<file path="config.mk">
export PLATFORM = sky130hd
export DESIGN_NAME = alu_issue_stage
export DESIGN_NICKNAME = d
export VERILOG_FILES = /design/src/rtl/alu_issue_stage_pkg.sv /design/src/rtl/alu_issue_decode.sv /design/src/rtl/alu_issue_stage.sv
export SDC_FILE = /design/constraint.sdc
export NUM_CORES = 1
export LEC_CHECK = 0
export ABC_CLOCK_PERIOD_IN_PS = 4600
export CAP_MARGIN = 25
export CELL_PAD_IN_SITES_DETAIL_PLACEMENT = 0
export CELL_PAD_IN_SITES_GLOBAL_PLACEMENT = 1
export CORE_MARGIN = 4
export CORE_UTILIZATION = 33
export CTS_CLUSTER_SIZE = 8
export DETAILED_ROUTE_END_ITERATION = 6
export MAX_ROUTING_LAYER = met4
export PLACE_DENSITY_LB_ADDON = 0.15
export SLEW_MARGIN = 10
export SYNTH_ARGS = -nofsm -noshare
export SYNTH_HDL_FRONTEND = slang
export SYNTH_SLANG_ARGS = --single-unit
</file>
<file path="constraint.sdc">
create_clock -name clk -period 4.6 [get_ports clk]
set_input_delay 0.92 -clock clk [delete_from_list [all_inputs] [get_ports clk]]
set_output_delay 0.92 -clock clk [all_outputs]
set_load 0.005 [all_outputs]
</file>
<file path="src/rtl/alu_issue_stage_pkg.sv">
// alu_issue_stage_pkg: ALU op codes, MIPS field constants and the issue-register payload type.
package alu_issue_stage_pkg;

    localparam logic [3:0] ALU_OP_ADD    = 4'h0;
    localparam logic [3:0] ALU_OP_SUB    = 4'h1;
    localparam logic [3:0] ALU_OP_AND    = 4'h2;
    localparam logic [3:0] ALU_OP_OR     = 4'h3;
    localparam logic [3:0] ALU_OP_SRL    = 4'h4;
    localparam logic [3:0] ALU_OP_SRA    = 4'h5;
    localparam logic [3:0] ALU_OP_SLL    = 4'h6;
    localparam logic [3:0] ALU_OP_SLT    = 4'h7;
    localparam logic [3:0] ALU_OP_SLTU   = 4'h8;
    localparam logic [3:0] ALU_OP_NOR    = 4'h9;
    localparam logic [3:0] ALU_OP_XOR    = 4'hA;
    localparam logic [3:0] ALU_OP_PASS_A = 4'hB;
    localparam logic [3:0] ALU_OP_PASS_B = 4'hC;
    localparam logic [3:0] ALU_OP_ROTR   = 4'hD;

    localparam logic [5:0] OPC_RTYPE = 6'h00;
    localparam logic [5:0] OPC_JAL   = 6'h03;
    localparam logic [5:0] OPC_BEQ   = 6'h04;
    localparam logic [5:0] OPC_BNE   = 6'h05;
    localparam logic [5:0] OPC_ADDI  = 6'h08;
    localparam logic [5:0] OPC_ADDIU = 6'h09;
    localparam logic [5:0] OPC_SLTI  = 6'h0A;
    localparam logic [5:0] OPC_SLTIU = 6'h0B;
    localparam logic [5:0] OPC_ANDI  = 6'h0C;
    localparam logic [5:0] OPC_ORI   = 6'h0D;
    localparam logic [5:0] OPC_XORI  = 6'h0E;
    localparam logic [5:0] OPC_LUI   = 6'h0F;
    localparam logic [5:0] OPC_LW    = 6'h23;
    localparam logic [5:0] OPC_SW    = 6'h2B;

    localparam logic [5:0] FUNCT_SLL  = 6'h00;
    localparam logic [5:0] FUNCT_SRL  = 6'h02;
    localparam logic [5:0] FUNCT_SRA  = 6'h03;
    localparam logic [5:0] FUNCT_SLLV = 6'h04;
    localparam logic [5:0] FUNCT_SRLV = 6'h06;
    localparam logic [5:0] FUNCT_SRAV = 6'h07;
    localparam logic [5:0] FUNCT_ADD  = 6'h20;
    localparam logic [5:0] FUNCT_ADDU = 6'h21;
    localparam logic [5:0] FUNCT_SUB  = 6'h22;
    localparam logic [5:0] FUNCT_SUBU = 6'h23;
    localparam logic [5:0] FUNCT_AND  = 6'h24;
    localparam logic [5:0] FUNCT_OR   = 6'h25;
    localparam logic [5:0] FUNCT_XOR  = 6'h26;
    localparam logic [5:0] FUNCT_NOR  = 6'h27;
    localparam logic [5:0] FUNCT_SLT  = 6'h2A;
    localparam logic [5:0] FUNCT_SLTU = 6'h2B;

    typedef struct packed {
        logic        valid;
        logic [3:0]  op;
        logic [31:0] a;
        logic [31:0] b;
        logic        ovf_chk;
        logic        illegal;
        logic [31:0] pc;
    } issue_t;

    function automatic logic [31:0] sext16(input logic [15:0] imm);
        return {{16{imm[15]}}, imm};
    endfunction

    function automatic logic [31:0] zext16(input logic [15:0] imm);
        return {16'h0000, imm};
    endfunction

endpackage

</file>
<file path="src/rtl/alu_issue_decode.sv">
// alu_issue_decode: combinational MIPS decode into ALU op, operands and check flags.
module alu_issue_decode
    import alu_issue_stage_pkg::*;
(
    input  logic [31:0] instr,
    input  logic [31:0] pc,
    input  logic [31:0] rs,
    input  logic [31:0] rt,
    output logic [3:0]  op,
    output logic [31:0] a,
    output logic [31:0] b,
    output logic        ovf_chk,
    output logic        illegal
);

    logic [5:0]  opcode;
    logic [5:0]  funct;
    logic [15:0] imm;
    logic [31:0] shamt_a;
    logic        unused_fields;

    assign opcode        = instr[31:26];
    assign funct         = instr[5:0];
    assign imm           = instr[15:0];
    assign shamt_a       = {27'b0, instr[10:6]};
    assign unused_fields = ^{instr[25:22], instr[20:16]};

    // Unrecognised encodings fall through to the defaults plus illegal=1.
    always_comb begin
        op      = ALU_OP_ADD;
        a       = '0;
        b       = '0;
        ovf_chk = 1'b0;
        illegal = 1'b0;
        case (opcode)
            OPC_RTYPE: case (funct)
                FUNCT_ADD, FUNCT_ADDU: begin a = rs; b = rt; ovf_chk = funct == FUNCT_ADD; end
                FUNCT_SUB, FUNCT_SUBU: begin op = ALU_OP_SUB; a = rs; b = rt; ovf_chk = funct == FUNCT_SUB; end
                FUNCT_AND:  begin op = ALU_OP_AND;  a = rs; b = rt; end
                FUNCT_OR:   begin op = ALU_OP_OR;   a = rs; b = rt; end
                FUNCT_XOR:  begin op = ALU_OP_XOR;  a = rs; b = rt; end
                FUNCT_NOR:  begin op = ALU_OP_NOR;  a = rs; b = rt; end
                FUNCT_SLT:  begin op = ALU_OP_SLT;  a = rs; b = rt; end
                FUNCT_SLTU: begin op = ALU_OP_SLTU; a = rs; b = rt; end
                FUNCT_SLL:  begin op = ALU_OP_SLL; a = shamt_a; b = rt; end
                FUNCT_SRL:  begin op = instr[21] ? ALU_OP_ROTR : ALU_OP_SRL; a = shamt_a; b = rt; end
                FUNCT_SRA:  begin op = ALU_OP_SRA; a = shamt_a; b = rt; end
                FUNCT_SLLV: begin op = ALU_OP_SLL; a = rs; b = rt; end
                FUNCT_SRLV: begin op = instr[6] ? ALU_OP_ROTR : ALU_OP_SRL; a = rs; b = rt; end
                FUNCT_SRAV: begin op = ALU_OP_SRA; a = rs; b = rt; end
                default:    illegal = 1'b1;
            endcase
            OPC_ADDI:          begin a = rs; b = sext16(imm); ovf_chk = 1'b1; end
            OPC_ADDIU:         begin a = rs; b = sext16(imm); end
            OPC_SLTI:          begin op = ALU_OP_SLT;  a = rs; b = sext16(imm); end
            OPC_SLTIU:         begin op = ALU_OP_SLTU; a = rs; b = sext16(imm); end
            OPC_ANDI:          begin op = ALU_OP_AND;  a = rs; b = zext16(imm); end
            OPC_ORI:           begin op = ALU_OP_OR;   a = rs; b = zext16(imm); end
            OPC_XORI:          begin op = ALU_OP_XOR;  a = rs; b = zext16(imm); end
            OPC_LUI:           begin op = ALU_OP_PASS_B; b = {imm, 16'h0000}; end
            OPC_LW, OPC_SW:    begin a = rs; b = sext16(imm); end
            OPC_BEQ, OPC_BNE:  begin op = ALU_OP_SUB; a = rs; b = rt; end
            OPC_JAL:           begin op = ALU_OP_PASS_A; a = pc + 32'd8; end
            default:           illegal = 1'b1;
        endcase
    end

endmodule

</file>
<file path="src/rtl/alu_issue_stage.sv">
// alu_issue_stage: ID->EX issue register with stall, flush and bubble insertion.
module alu_issue_stage
    import alu_issue_stage_pkg::*;
#(
    parameter logic [31:0] RESET_PC = 32'h0000_3000
) (
    input  logic        clk,
    input  logic        reset,
    input  logic        id_valid,
    input  logic [31:0] id_instr,
    input  logic [31:0] id_pc,
    input  logic [31:0] id_rs_data,
    input  logic [31:0] id_rt_data,
    input  logic        stall,
    input  logic        flush,
    output logic        ex_valid,
    output logic [31:0] ex_alu_a,
    output logic [31:0] ex_alu_b,
    output logic [3:0]  ex_alu_op,
    output logic        ex_ovf_chk,
    output logic        ex_illegal,
    output logic [31:0] ex_pc
);

    localparam issue_t BUBBLE = '{valid: 1'b0, op: ALU_OP_ADD, a: '0, b: '0,
                                  ovf_chk: 1'b0, illegal: 1'b0, pc: RESET_PC};

    logic [3:0]  dec_op;
    logic [31:0] dec_a;
    logic [31:0] dec_b;
    logic        dec_ovf_chk;
    logic        dec_illegal;
    issue_t      nxt;
    issue_t      q;

    alu_issue_decode u_decode (
        .instr   (id_instr),
        .pc      (id_pc),
        .rs      (id_rs_data),
        .rt      (id_rt_data),
        .op      (dec_op),
        .a       (dec_a),
        .b       (dec_b),
        .ovf_chk (dec_ovf_chk),
        .illegal (dec_illegal)
    );

    always_comb begin
        nxt = id_valid ? '{valid: 1'b1, op: dec_op, a: dec_a, b: dec_b,
                           ovf_chk: dec_ovf_chk, illegal: dec_illegal, pc: id_pc} : BUBBLE;
    end

    // Flush is a bubble and takes priority over stall.
    always_ff @(posedge clk) begin
        if (reset || flush)
            q <= BUBBLE;
        else if (!stall)
            q <= nxt;
    end

    assign ex_valid   = q.valid;
    assign ex_alu_a   = q.a;
    assign ex_alu_b   = q.b;
    assign ex_alu_op  = q.op;
    assign ex_ovf_chk = q.ovf_chk;
    assign ex_illegal = q.illegal;
    assign ex_pc      = q.pc;

endmodule
</file>
-- Word level (Yosys, flattened, before mapping)
Cells that the tools add are included.
- bits in registers: 103
- bits in latches: 0
- RAM bits: 0
- bits in read-only memories: 0
- bits of input ports: 133
- memories: 0
- add/subtract/negate cells: 1
- multipliers: 0
- divide/modulo/power cells: 0
- magnitude comparators: 0
- equality and inequality tests: 28
- shift operators: 0
- muxes and demuxes: 13
- bitwise operators: 0
- reductions and logical operators: 15
- operators with widths (kind ; count):
    $pmux 32 s5 ; 1
    $mux 103 ; 1
    $pmux 32 s3 ; 1
    $eq 6x6->1 const B ; 12
    $pmux 32 s2 ; 1
    $eq 6x4->1 const B ; 8
    $pmux 4 s11 ; 1
    $pmux 4 s9 ; 1
    $add 32x4->32 const B ; 1
    $mux 32 ; 1
    $eq 6x3->1 const B ; 5
    $reduce_or 13->1 ; 2
    $eq 6x2->1 const B ; 3
    $reduce_or 16->1 ; 1
    $logic_not 6->1 ; 2
    $reduce_or 11->1 ; 1
    $reduce_or 2->1 ; 5
    $mux 4 ; 2
    $pmux 1 s2 ; 3
    $reduce_or 3->1 ; 2
    $reduce_or 6->1 ; 1
    $logic_or 1x1->1 ; 1
    $mux 1 ; 1

-- Longest topological paths before layout
Gate-level depths: netlist of the first run.
- depth after elaboration: 5
- gate-level depth with buffers: 8

-- Cells and area by module
From an unflattened synthesis of the first run, not the netlist that was laid out.
- cells, all modules: 716
- area, all modules: 5780.5 um2
- by module, submodules not included (module ; times used ; cells each ; area each (um2)):
    alu_issue_stage ; 1 ; 457 ; 3987.6
    alu_issue_decode ; 1 ; 259 ; 1793.0

-- Worst setup path after synthesis of the first run
Ideal clock, no wire load.
- path type: input -> register
- start point: input id_instr[30]
- end point: register q, in the netlist ex_alu_a[30]
- setup time: 60 ps
- arrival: 2374 ps
- setup slack: 2166 ps
- stages: 7
- buffers on the path: 2
- path through: buf_6 > nor3_2 > nand3_2 > o32ai_4 > nor3b_4 > buf_6 > a221o_1
- longest elaborated chain between the ends: 4
- RTL lines (item ; RTL line ; text):
    start: declaration ; alu_issue_stage.sv:10 ; input logic [31:0] id_instr,
    $eq 6x4->1 (tied with other cells) ; alu_issue_decode.sv:35 ; case (opcode)
    $reduce_or 11->1 (no line) ; n/a ;
    $pmux 32 s3 * ; alu_issue_decode.sv:35 ;
    $mux 103 * ; alu_issue_stage.sv:49 ; nxt = id_valid ? '{valid: 1'b1, op: dec_op, a: dec_a, b: dec_b,
    end signal: assignment ; alu_issue_stage.sv:58 ; q <= nxt;
    end: declaration ; alu_issue_stage.sv:34 ; issue_t q;
Every way passes the cells marked *; elsewhere a longest branch is shown, timed or not.
A chain may end at the register's enable or synchronous reset.

-- Final worst setup path of the first run
- start point: input id_instr[27]
- end point: register q, in the netlist ex_alu_a[28]
Same word-level chain as after synthesis.

==> flow_metrics.tcl, run 1 <==
set metrics [dict create \
    run_status "completed" \
    ctsHoldBuffers 0 \
    avgSynthCellArea_sq_um 8.50 \
    synth-edff-count 0 \
    final_common_cell "clkdlybuf4s50_1" \
    worstSetupEndpointType "register" \
    core_sq_um 16600 \
    layout_common_cells "clkdlybuf4s50_1 (225), dfxtp_1 (103), nand2_1 (69)" \
    routed_wl_mm 21.5 \
    post_drt_wl_per_cell_um 20.2 \
    die_h_um 138 \
    multiInputGateArea_sq_um 3240 \
    viasPerCell 5.75 \
    h-tree-depth 3 \
    hpwl_mm 15.5 \
    rr_worst_depth 3 \
    grt_overflow 0 \
    cts.path.max_buffers 2 \
    seq_area_frac_synth 0.369 \
    crit_path_max_fanout 17 \
    track_usage 0.223 \
    cp.depth 6 \
    start_util 0.337 \
    finalHoldViolations 0 \
    num_rows 47 \
    synth_cells 658 \
    cts_root_buffer "clkbuf_16" \
    final.min_clock_period_ps 3470 \
    critical_path_class "in2reg" \
    area_delta_synth_final_pct 47.6 \
    fill_cells 1541 \
    power.density_nw_per_um2 249 \
    worstSkewPairLatency_ps 360 \
    drc 0 \
    fin_nets 974 \
    timing.slew.headroom 0.455 \
    dieArea_sq_um 19100 \
    syn_area_sq_um 5600 \
    cp_num_buf_inv 1 \
    yosysWarnings 0 \
    cpLargestDelayFamily "simple AND/OR/NAND/NOR gates" \
    seq_area_sq_um 2060 \
    ys_ff_latch 103 \
    setup_viol 0 \
    final_max_slew_viol_count 0 \
    cap_violations 0 \
    final_core_utilization 0.498 \
    die_w_um 138 \
    rsz0062_at_grt "no" \
    hp-class "reg2reg" \
    cts_made_buffers 9 \
    cts_resized 0 \
    leakagePower_nw 2.64 \
    rrSetupSlack_ps 3610 \
    dpl_cell_area_sq_um 7930 \
    crit_slowest_cell "clkdlybuf4s50_1" \
    grt_max_degree 82 \
    clk_pin_slew_ps 70 \
    ant_nets 0 \
    gp_congestion 0.835 \
    crit_arrival_ps 3770 \
    setup.worst_path.end "ex_alu_a[28]" \
    io_pins 236 \
    grt_pass1_wl_mm 34.0 \
    synth_flop_cell "dfxtp_1" \
    final_area_sq_um 8260 \
    fmax_mhz 288 \
    num_antenna_cells 0 \
    startpoint "id_instr[27]" \
    skew_ps 0 \
    dr.pass1.iters 5 \
    critPathLaunchType "input port" \
    ys_types 60 \
    async_reset_ff_frac 0 \
    via_count 6129 \
    crit_path_max_incr_delay_ps 900 \
    post_cts_buffers 0 \
    peakVddDrop_v 0.000177 \
    cts_tree "done" \
    instances_no_fill 1065 \
    post_route_cells_drive_above_1_share 0.0521 \
    fin_setup_tns_ps 0 \
    antenna_found_initial 0 \
    worstPathCellList "clkdlybuf4s50_1, nand2_2, mux2i_2, nand3_2, nor3b_4, a221o_1" \
    p_total_mw 2.06 \
    dp.cells 1048 \
    grt_pass1_vias 5981 \
    drtIter0Drc 552 \
    syn_nets 792 \
    critical_path.reg2reg.startpoint "ex_alu_b[1]" \
    cp.required_ps 4900 \
    tightestPinTransition_ps 817 \
    reg2reg_to "ex_alu_b[1]" \
    io_buffers 226 \
    finalCritPeriodShare 0.755 \
    numClockSinks 103 \
]
==> synthesized netlist by cell type, types with 3 or more instances <==
library cell | instances | area share
nor2_1 | 63 | 0.042
a221oi_1 | 59 | 0.092
a21boi_0 | 14 | 0.019
o21ai_1 | 3 | 0.0027
nor4_1 | 6 | 0.0067
and3_1 | 12 | 0.013
xor2_1 | 7 | 0.011
dfxtp_1 | 103 | 0.37
nor3b_1 | 3 | 0.0040
nand2_1 | 69 | 0.046
buf_2 | 8 | 0.0072
mux2i_1 | 5 | 0.0089
nand2b_1 | 6 | 0.0067
o21ai_0 | 15 | 0.013
o211ai_1 | 32 | 0.043
and4_1 | 4 | 0.0063
a222oi_1 | 7 | 0.013
a21boi_1 | 9 | 0.012
a211oi_1 | 8 | 0.011
clkbuf_1 | 48 | 0.032
nor3_2 | 3 | 0.0054
xnor2_1 | 13 | 0.020
inv_1 | 9 | 0.0060
a21oi_1 | 13 | 0.012
a22oi_1 | 32 | 0.043
nor3_1 | 7 | 0.0063
nand4_1 | 17 | 0.019
a221o_1 | 18 | 0.032
nand3_1 | 15 | 0.013
nor2b_1 | 4 | 0.0045
buf_1 | 3 | 0.0020
==> cell type report <==
cell class	instances	share of cell area
Clock inverter	6	0.00939
Inverter	9	0.00409
Multi-Input combinational cell	482	0.392
Sequential cell	103	0.250
Tap cell	220	0.0333
Clock buffer	10	0.0289
Timing Repair Buffer	235	0.282
==> state kept, by name (all words and copies together) (netlist names) <==
signal / count
ex_alu_op: 4
ex_alu_b: 32
ex_illegal: 1
ex_ovf_chk: 1
ex_pc: 32
ex_alu_a: 32
ex_valid: 1
==> through the flow <==
stage                     hold slack, ps  setup slack [ps]
after floorplan                      462              2170
after global placement               460               841
after detailed placement             458               772
after CTS                            469              1130
after global routing                 489               935
final                                468              1130
==> per-layer routing <==
| metal | part of all wire | GRT usage | vias up |
|---|---|---|---|
| met5 | 0 | - | - |
| met4 | 0.013 | 0.0666 | 0 |
| li1 | - | - | 2906 |
| met1 | 0.46 | 0.298 | 2942 |
| met3 | 0.076 | 0.0521 | 16 |
| met2 | 0.46 | 0.337 | 265 |
==> where the power goes <==
group	leakage, nW	switching (mW)	internal [mW]
clock network	0.153	0.383	0.447
registers	0.831	0.00380	0.898
logic	1.66	0.171	0.155
==> kinds of logic after synthesis <==
group                    Yosys count  share of synthesized area
AO/OA/AOI/OAI                    228                      0.326
XOR/XNOR                          20                     0.0313
adder cells (fa/ha/maj)            1                    0.00224
buffers and inverters             73                     0.0550
flip-flops                       103                      0.369
multiplexers                       6                     0.0114
AND/OR/NAND/NOR                  227                      0.206
==> worst min path at each step <==
| stage | end | depth (start not counted) | slack (ps) | start |
|---|---|---|---|---|
| floorplan | ex_ovf_chk | 2 | 460 | ex_ovf_chk |
| global placement | ex_valid | 2 | 460 | ex_valid |
| detailed placement | ex_valid | 2 | 460 | ex_valid |
| CTS | ex_valid | 2 | 470 | ex_valid |
| global route | ex_valid | 2 | 490 | ex_valid |
| finish | ex_valid | 2 | 470 | ex_valid |
==> worst register-to-register path, cell delays in order, from the launching register on <==
cell and delay (ps):
dfxtp_1 350, nand2_1 80, a21boi_0 170, a221oi_1 300
Note: power is estimated with default switching activity, not from simulation.
==> run 2: changes to the inputs <==
ABC_CLOCK_PERIOD_IN_PS = 3550   (was 4600)
CORE_UTILIZATION = 31   (was 33)
clock period = 3.55 ns   (was 4.6 ns; I/O delays follow)
==> run 2 against run 1 <==
Non-clock buffer count rose by 14. Wire length grew 3.5%. Global-route usage shrank 0.64 points. Hold slack better by 4.3 ps. Sequential power up 30%. Final area grew 1.1%. Critical path type unchanged. Worst setup slack lost 390 ps. Clock skew stayed put. Highest routed layer unchanged. Critical path depth did not move. First-iteration DRC count down 33%. Combinational power grew 33%. Largest cell class unchanged.
==> flow_metrics.tcl, run 2 (same netlist as run 1, synthesis figures left out) <==
set metrics [dict create \
    rsz0062_at_grt "no" \
    finalHoldViolations 0 \
    multiInputGateArea_sq_um 3240 \
    run_status "completed" \
    cts_resized 0 \
    seq_area_sq_um 2060 \
    fmax_mhz 355 \
    die_h_um 142 \
    via_count 6153 \
    setup_viol 0 \
    clk_pin_slew_ps 80 \
    drc 0 \
    cap_violations 0 \
    dr.pass1.iters 5 \
    cts_made_buffers 9 \
    hp-class "reg2reg" \
    cp.required_ps 3850 \
    h-tree-depth 3 \
    post_cts_buffers 0 \
    routed_wl_mm 22.3 \
    worstHoldPathCells 2 \
    cts.path.max_buffers 2 \
    leakagePower_nw 2.70 \
    gp_congestion 0.859 \
    skew_ps 0 \
    rr_worst_depth 3 \
    final_max_slew_viol_count 0 \
    grt_pass1_vias 6193 \
    ant_nets 0 \
    power.density_nw_per_um2 309 \
    finalCritPeriodShare 0.793 \
    layout_common_cells "clkdlybuf4s50_1 (225), dfxtp_1 (103), nand2_1 (69)" \
    worstPathCellList "clkdlybuf4s50_1, nand2_2, mux2i_2, nand3_2, nor3_2, a221o_1" \
    fill_cells 1704 \
    crit_slowest_cell "clkdlybuf4s50_1" \
    fin_setup_tns_ps 0 \
    viasPerCell 5.68 \
    ctsHoldBuffers 0 \
    final_core_utilization 0.478 \
    critPathLaunchType "input port" \
    core_sq_um 17500 \
    worstSkewPairLatency_ps 350 \
    track_usage 0.217 \
    post_drt_wl_per_cell_um 20.6 \
    cts_root_buffer "clkbuf_16" \
    start_util 0.320 \
    drtIter0Drc 372 \
    worstSetupEndpointType "register" \
    numClockSinks 103 \
    crit_arrival_ps 3120 \
    grt_max_degree 85 \
    rrSetupSlack_ps 2580 \
    area_delta_synth_final_pct 49.2 \
    tightestPinTransition_ps 893 \
    die_w_um 142 \
    num_rows 48 \
    antenna_found_initial 0 \
    timing.slew.headroom 0.404 \
    crit_path_max_fanout 14 \
    peakVddDrop_v 0.000232 \
    io_pins 236 \
    dieArea_sq_um 20300 \
    hpwl_mm 16.3 \
    post_route_cells_drive_above_1_share 0.0664 \
    grt_overflow 0 \
    grt_pass1_wl_mm 33.9 \
    num_antenna_cells 0 \
    cts_tree "done" \
    critical_path_class "in2reg" \
    crit_path_max_incr_delay_ps 850 \
    fin_nets 988 \
    io_buffers 226 \
    final.min_clock_period_ps 2820 \
    final_common_cell "clkdlybuf4s50_1" \
]
==> run 2: cell types whose count changed in the layout (fill, tap and decap cells not counted), sizes merged <==
cell    before  now
bufinv       1    0
clkbuf      10   11
buf         10   24
==> run 2: cell type report <==
class / count / share of cell area
Sequential cell: 103 / 0.247
Tap cell: 225 / 0.0337
Multi-Input combinational cell: 482 / 0.388
Inverter: 9 / 0.00405
Clock buffer: 11 / 0.0291
Timing Repair Buffer: 249 / 0.293
Clock inverter: 5 / 0.00495
==> run 2: worst paths after layout <==
path	from	endpoint
worst max register to register	ex_alu_b[3]	ex_alu_b[3]
worst max-delay path	id_instr[26]	ex_alu_a[30]
worst min register to register	ex_valid	ex_valid
worst min-delay path	ex_valid	ex_valid
==> run 2: worst max-delay path, delay by kind of cell <==
| kind | cells | cell delay [ps] |
|---|---|---|
| AND/OR/NAND/NOR | 3 | 990 |
| buffers and inverters | 1 | 850 |
| multiplexers | 1 | 300 |
| AO/OA/AOI/OAI | 1 | 250 |
==> run 2: through the flow <==
stage / power (mW) / cells / hold WS [ps] / area (sq um) / setup WS, ps
2_1_floorplan: 1.38 / 658 / 462 / 5600 / 1330
3_3_place_gp: 1.62 / 1068 / 456 / 8060 / 432
3_5_place_dp: 1.63 / 1068 / 461 / 8060 / 379
4_1_cts: 2.60 / 1084 / 472 / 8350 / 749
5_1_grt: 2.67 / 1084 / 505 / 8350 / 607
6_report: 2.58 / 1084 / 472 / 8350 / 735
==> run 2: per-layer routing <==
layer | global-route usage | vias up | share of wire
met1 | 0.274 | 2963 | 0.44
li1 | - | 2932 | -
met3 | 0.0504 | 30 | 0.079
met2 | 0.342 | 228 | 0.46
met5 | - | - | 0
met4 | 0.0705 | 0 | 0.020
==> run 2: power by group <==
group	internal (mW)	switching (mW)	total [mW]
Sequential	1.16	0.00482	1.17
Combinational	0.209	0.223	0.432
Clock	0.504	0.479	0.983
==> run 3: changes to the inputs <==
ABC_CLOCK_PERIOD_IN_PS = 2600   (was 3550)
clock period = 2.6 ns   (was 3.55 ns; I/O delays follow)
==> run 3 against run 2 <==
Flip-flop and latch count unchanged. Sequential share of layout area down 1.4 points. Sequential power rose by 36%. Clock skew unchanged. Critical path depth up 1. Clock power up 39%. Wire length grew 2.8%. Via count grew 3.4%. Global-route usage is 0.52 points higher. First-iteration DRC count is 7.0% lower. Final cell count is 5.2% higher. Worst setup slack worse by 530 ps. Largest cell class unchanged. Highest routed layer unchanged.
==> flow_metrics.tcl, run 3 (same netlist as run 1, synthesis figures left out) <==
set metrics [dict create \
    run_status "completed" \
    cts_root_buffer "clkbuf_16" \
    cap_violations 0 \
    worstSkewPairLatency_ps 350 \
    hpwl_mm 17.1 \
    startpoint "id_instr[27]" \
    p_total_mw 3.62 \
    reg2reg_to "ex_alu_a[3]" \
    critical_path_class "in2reg" \
    tightestPinTransition_ps 809 \
    die_h_um 142 \
    cts_made_buffers 9 \
    cts.path.max_buffers 2 \
    power.density_nw_per_um2 409 \
    cts_tree "done" \
    numClockSinks 103 \
    die_w_um 142 \
    antenna_found_initial 0 \
    num_antenna_cells 0 \
    core_sq_um 17500 \
    dr.pass1.iters 6 \
    grt_max_degree 118 \
    dieArea_sq_um 20300 \
    setup_viol 0 \
    h-tree-depth 3 \
    drtIter0Drc 346 \
    final_max_slew_viol_count 0 \
    via_count 6364 \
    gp_congestion 0.888 \
    num_rows 48 \
    instances_no_fill 1140 \
    multiInputGateArea_sq_um 3240 \
    critPathLaunchType "input port" \
    finalCritPeriodShare 0.921 \
    area_delta_synth_final_pct 58.1 \
    crit_arrival_ps 2690 \
    ant_nets 0 \
    final_area_sq_um 8850 \
    post_route_cells_drive_above_1_share 0.125 \
    viasPerCell 5.58 \
    ctsHoldBuffers 0 \
    timing.slew.headroom 0.459 \
    power.internal_mw 2.62 \
    final.min_clock_period_ps 2390 \
    rr_worst_depth 4 \
    dp.cells 1124 \
    switching_share 0.277 \
    post_cts_buffers 0 \
    routed_wl_mm 22.9 \
    post-place-ws_ps -159 \
    comb_power_share 0.183 \
    final_common_cell "clkdlybuf4s50_1" \
    leakagePower_nw 3.00 \
    cts_resized 0 \
    crit_path_max_fanout 17 \
    rsz0062_at_grt "no" \
    p_clk_frac 0.377 \
    fmax_mhz 418 \
    seq_area_sq_um 2060 \
    post_drt_wl_per_cell_um 20.1 \
    peakVddDrop_v 0.000298 \
    layout_common_cells "clkdlybuf4s50_1 (225), dfxtp_1 (103), buf_4 (73)" \
    power.switching_mw 1.00 \
    setup.worst_path.end "ex_alu_a[31]" \
    fin_nets 1044 \
    grt_pass1_wl_mm 34.6 \
    worstSetupEndpointType "register" \
    drc 0 \
    fin_setup_tns_ps 0 \
    dpl_cell_area_sq_um 8560 \
    start_util 0.320 \
    io_pins 236 \
    fin_ws_ps 206 \
    rrSetupSlack_ps 1610 \
    skew_ps 0 \
    io_buffers 226 \
    cp.required_ps 2890 \
    track_usage 0.222 \
    fill_cells 1645 \
    hp-class "reg2reg" \
    p_seq_frac 0.440 \
    finalHoldViolations 0 \
    clk_pin_slew_ps 70 \
    grt_overflow 0 \
    grt_pass1_vias 6271 \
    critical_path.reg2reg.startpoint "ex_alu_a[3]" \
]
[run 3: worst min-delay path by stage]
stage / start / to / cells past startpoint / slack (ps)
2_1_floorplan: ex_ovf_chk / ex_ovf_chk / 2 / 460
3_3_place_gp: ex_ovf_chk / ex_ovf_chk / 2 / 460
3_5_place_dp: ex_ovf_chk / ex_ovf_chk / 2 / 470
4_1_cts: ex_ovf_chk / ex_ovf_chk / 2 / 480
5_1_grt: ex_ovf_chk / ex_ovf_chk / 2 / 510
6_report: ex_ovf_chk / ex_ovf_chk / 2 / 470
[run 3: cell type report]
| cell class | instances | area share |
|---|---|---|
| Sequential cell | 103 | 0.233 |
| Timing Repair Buffer | 305 | 0.332 |
| Inverter | 9 | 0.00382 |
| Tap cell | 225 | 0.0318 |
| Multi-Input combinational cell | 482 | 0.366 |
| Clock inverter | 6 | 0.00594 |
| Clock buffer | 10 | 0.0270 |
[run 3: critical path: stages]
cell and delay [ps]:
clkdlybuf4s50_1 530, buf_4 200, and4b_1 250, a211oi_2 60
o32ai_4 160, nor3b_4 680, a221o_1 260
[run 3: power by group through the flow]
stage / Sequential, mW / Clock [mW] / Combinational (mW)
finish: 1.59 / 1.37 / 0.663
global route: 1.60 / 1.45 / 0.708
CTS: 1.59 / 1.40 / 0.663
detailed placement: 1.63 / 0 / 0.657
global placement: 1.63 / 0 / 0.653
floorplan: 1.63 / 0 / 0.246
[run 3: layer usage]
metal	share of wire	wire, um	vias to the layer above	global-route usage
met5	0	0	-	-
met2	0.46	10600	250	0.354
li1	-	-	3048	-
met1	0.44	10100	3037	0.280
met3	0.081	1850	29	0.0538
met4	0.016	376	0	0.0630
[run 3: through the flow]
stage,hold slack (ps),utilization
final,472,0.506
after global routing,505,0.506
after CTS,479,0.506
after detailed placement,468,0.490
after global placement,465,0.490
after floorplan,462,-
==> RTL change 1 (config.mk and constraints of run 2) <==
Register the output `ex_ovf_chk`, without a reset; this adds one clock of latency there. The other outputs are not delayed to match.
--- a/src/rtl/alu_issue_stage.sv
+++ b/src/rtl/alu_issue_stage.sv
@@ -64,3 +64,5 @@
     assign ex_alu_op  = q.op;
-    assign ex_ovf_chk = q.ovf_chk;
+    always_ff @(posedge clk) begin
+        ex_ovf_chk <= q.ovf_chk;
+    end
     assign ex_illegal = q.illegal;
Behaviour: not the same (a bounded check fails within 4 cycles, from zero or initial values).
==> RTL change 1 against run 2 <==
First-iteration DRC count is 14% lower; synthesized cell count is 15% higher; setup slack better by 41 ps; fmax grew 1.5%; worst hold slack worse by 120 ps; sequential cell count up 1; core utilization fell by 5.7 points; critical path depth is 1 higher; power grew 9.1%; global-route usage fell by 2.1 points; area after synthesis rose by 14%; routed wire length rose by 0.34%; critical path type unchanged; design area rose by 1.9%.
==> RTL change 1: results <==
{
  "outcome": "finished clean",
  "antennaDiodeCount": 0,
  "tightest_slew_ps": 842.3,
  "grtUsageTotal": 0.1958,
  "min_period_ps": 2774,
  "r2r_end": "ex_alu_b[1]",
  "grt_pass1_wl_um": 34200,
  "grt_pass1_vias": 6141,
  "r2r_setup_slack_ps": 2600,
  "async_flop_share": 0,
  "ir_worst_vdd_mv": 0.2335,
  "critPathTopFamily": "buffers and inverters",
  "critPathArrivalTime_ps": 3030,
  "p_clk_frac": 0.427,
  "gp_congestion": 0.7930,
  "wl_per_cell_um": 19.75,
  "finClkSkew_ps": 4.068,
  "syn_nets": 893,
  "r2r-start": "ex_alu_b[1]",
  "p_comb_mw": 0.436,
  "power.leakage_nw": 2.759,
  "cp-endpoint": "ex_alu_b[26]",
  "drtIter0Drc": 320,
  "startpoint": "id_instr[5]",
  "grt_max_degree": 64,
  "power.internal_mw": 2.104,
  "yosysUniqueCellTypes": 60,
  "dp_hpwl_um": 16670,
  "viasPerCell": 5.366,
  "ys_seq_area_frac": 0.3270,
  "place_ws_ps": 337.7,
  "layout.nets": 992,
  "fillers": 1997,
  "synth.area.top_cells": "dfxtp_1 33%, buf_4 12%, a221oi_1 8.1%",
  "critPathMaxStageDelay_ps": 660,
  "synth_common_cells": "104 x dfxtp_1, 102 x buf_4, 69 x nand2_1",
  "p_seq_frac": 0.419,
  "dpl-instance-area_mm2": 0.008148,
  "drive_gt1_frac": 0.07068,
  "crit_fanout": 32
}
[RTL change 1: kinds of logic (layout without fill, tap and decap cells)]
kind of cell,after synthesis,in the layout,synth area share
fa+ha+maj,1,1,0.001965
xor+xnor,20,20,0.02752
mux,6,6,0.01002
buf+inv,173,277,0.1663
flops,104,104,0.3270
simple gates,227,227,0.1806
compound gates,228,228,0.2866
[RTL change 1: area by class of cell]
type                    count  share of cell area
clock buffers              10             0.02810
repair buffers            252              0.2886
flip-flops and latches    104              0.2448
multi-input cells         482              0.3808
clock inverters             6             0.01397
inverters                   9            0.003972
well taps                 270             0.03972
[RTL change 1: how the worst min path moves through the flow]
stage / cells after the start / slack [ps] / from / end
3_5_place_dp: 0 / 340 / q[33] / ex_ovf_chk
2_1_floorplan: 0 / 330 / q[33] / ex_ovf_chk
6_report: 0 / 350 / q[33] / ex_ovf_chk
5_1_grt: 0 / 370 / q[33] / ex_ovf_chk
3_3_place_gp: 0 / 340 / q[33] / ex_ovf_chk
4_1_cts: 0 / 360 / q[33] / ex_ovf_chk
[RTL change 1: per-stage QoR]
| step | hold WS (ps) | util | instances |
|---|---|---|---|
| global placement | 342.7 | 0.4027 | 1117 |
| detailed placement | 344.4 | 0.4027 | 1117 |
| global route | 366.1 | 0.4204 | 1133 |
| floorplan | 331.1 | - | 759 |
| CTS | 355.6 | 0.4204 | 1133 |
| finish | 350.2 | 0.4204 | 1133 |
[RTL change 1: metal layers]
layer / up-vias / wire (µm) / global-route usage
met5: - / 0 / -
met4: 0 / 328 / 0.05349
met3: 18 / 1805 / 0.04518
met2: 212 / 10500 / 0.3161
met1: 2900 / 9739 / 0.2464
li1: 2950 / - / -
==> RTL change 2 (config.mk and constraints of run 2) <==
Made on the original files. Change the parameter `RESET_PC` from 32'h0000_3000 to 32'h00002000.
--- a/src/rtl/alu_issue_stage.sv
+++ b/src/rtl/alu_issue_stage.sv
@@ -4,3 +4,3 @@
 #(
-    parameter logic [31:0] RESET_PC = 32'h0000_3000
+    parameter logic [31:0] RESET_PC = 32'h00002000
 ) (
Formal check against the unedited RTL: not equivalent (Yosys sat finds a counterexample within 4 cycles, from zero or initial values).
==> RTL change 2 against run 2 <==
Combinational power is 2% higher; design area grew 0.57%; count of clock-buffer cells in the layout down 1; area after synthesis about the same; global-route usage about the same; sequential power is essentially flat; power about the same; routed wire length shrank 0.83%; sequential cell count did not move; core utilization is 0.27 points higher; cell count is 0.65% higher; setup slack better by 160 ps; critical path depth rose by 1; largest cell class unchanged.
==> RTL change 2: results <==
{
  "place_ws_ps": 525.8,
  "crit_fanout": 17,
  "netlist_instances": 658,
  "ys_seq_area_frac": 0.3684,
  "grtUsageTotal": 0.2169,
  "cts_buffers": 9,
  "wl_um": 22120,
  "synth_common_cells": "103 x dfxtp_1, 68 x nand2_1, 64 x nor2_1",
  "via_count": 6147,
  "antenna_found_initial": 1,
  "layout.nets": 994,
  "holdWs_ps": 466.5,
  "port_buffers": 226,
  "critPathArrivalTime_ps": 2950,
  "synth.area.top_cells": "dfxtp_1 37%, a221oi_1 9.2%, nand2_1 4.6%",
  "drtIter0Drc": 360,
  "dp_cells": 1074,
  "dpl-instance-area_mm2": 0.008108,
  "yosys_warnings": 0,
  "overflow": 0,
  "gp_congestion": 0.8748,
  "reg2regPathDepth": 3,
  "power.leakage_nw": 2.732,
  "cts_max_level": 3,
  "wl_per_cell_um": 20.27,
  "finClkSkew_ps": 0,
  "finalWorstSetupSlack_ps": 891.6,
  "async_flop_share": 0,
  "tightest_slew_ps": 749.6,
  "final_cell_area_mm2": 0.008393,
  "hp-class": "reg2reg",
  "dp_hpwl_um": 16500,
  "drive_gt1_frac": 0.07399,
  "r2r_setup_slack_ps": 2580,
  "outcome": "finished clean",
  "cts_root_buffer": "clkbuf_16",
  "cts.reportedPaths.clkPinSlew_ps": 70,
  "ir_worst_vdd_mv": 0.2188,
  "grt_pass1_wl_um": 34190,
  "yosysUniqueCellTypes": 59,
  "grt_max_degree": 46,
  "syn_nets": 792,
  "fillers": 1669,
  "drtPass1Iterations": 5,
  "post_cts_buffers": 0,
  "hold_depth": 2
}
-- RTL change 2: cell count changes in the layout (fill, tap and decap cells not counted), sizes merged --
cell           run 2  this run
a22oi             32        33
buf               24        30
clkbuf            11        10
clkinv             2         3
diode              0         1
nand2             70        69
nor2              63        64
o22ai              2         1
-- RTL change 2: final cells by class --
cell class / instances / area share
antenna: 1 / 0.0002982
clock buffer: 10 / 0.02847
clock inverter: 6 / 0.005218
inverter: 9 / 0.004025
multi-input combinational: 482 / 0.3861
sequential: 103 / 0.2457
tap: 225 / 0.03354
timing repair buffer: 255 / 0.2967
-- RTL change 2: path summary, 6_finish.rpt --
check / from / to
worst max-delay path: id_instr[27] / ex_alu_a[15]
worst max register to register: ex_alu_b[13] / ex_alu_b[13]
worst min-delay path: ex_valid / ex_valid
worst min register to register: ex_valid / ex_valid
-- RTL change 2: worst max-delay path: stages --
cell,delay (ps)
clkdlybuf4s50_1,600
buf_4,240
and4b_1,250
a211oi_2,60
o32ai_4,150
nor3b_4,670
a221o_1,250
-- RTL change 2: logic make-up after synthesis --
logic type / synth area share
compound gates: 0.3261
xor+xnor: 0.03129
fa+ha+maj: 0.002235
buf+inv: 0.05521
flops: 0.3684
mux: 0.01140
simple gates: 0.2054
-- RTL change 2: report_power, final --
part | switching [mW] | internal, mW
Sequential | 0.00484 | 1.16
Clock | 0.472 | 0.500
Combinational | 0.227 | 0.213
Total | 0.704 | 1.88
-- RTL change 2: routing by layer --
layer,wire length [µm],global-route usage,up-vias
li1,-,-,2958
met1,9955,0.2777,2900
met2,9920,0.3357,253
met3,1766,0.05712,36
met4,477,0.06753,0
met5,0,-,-
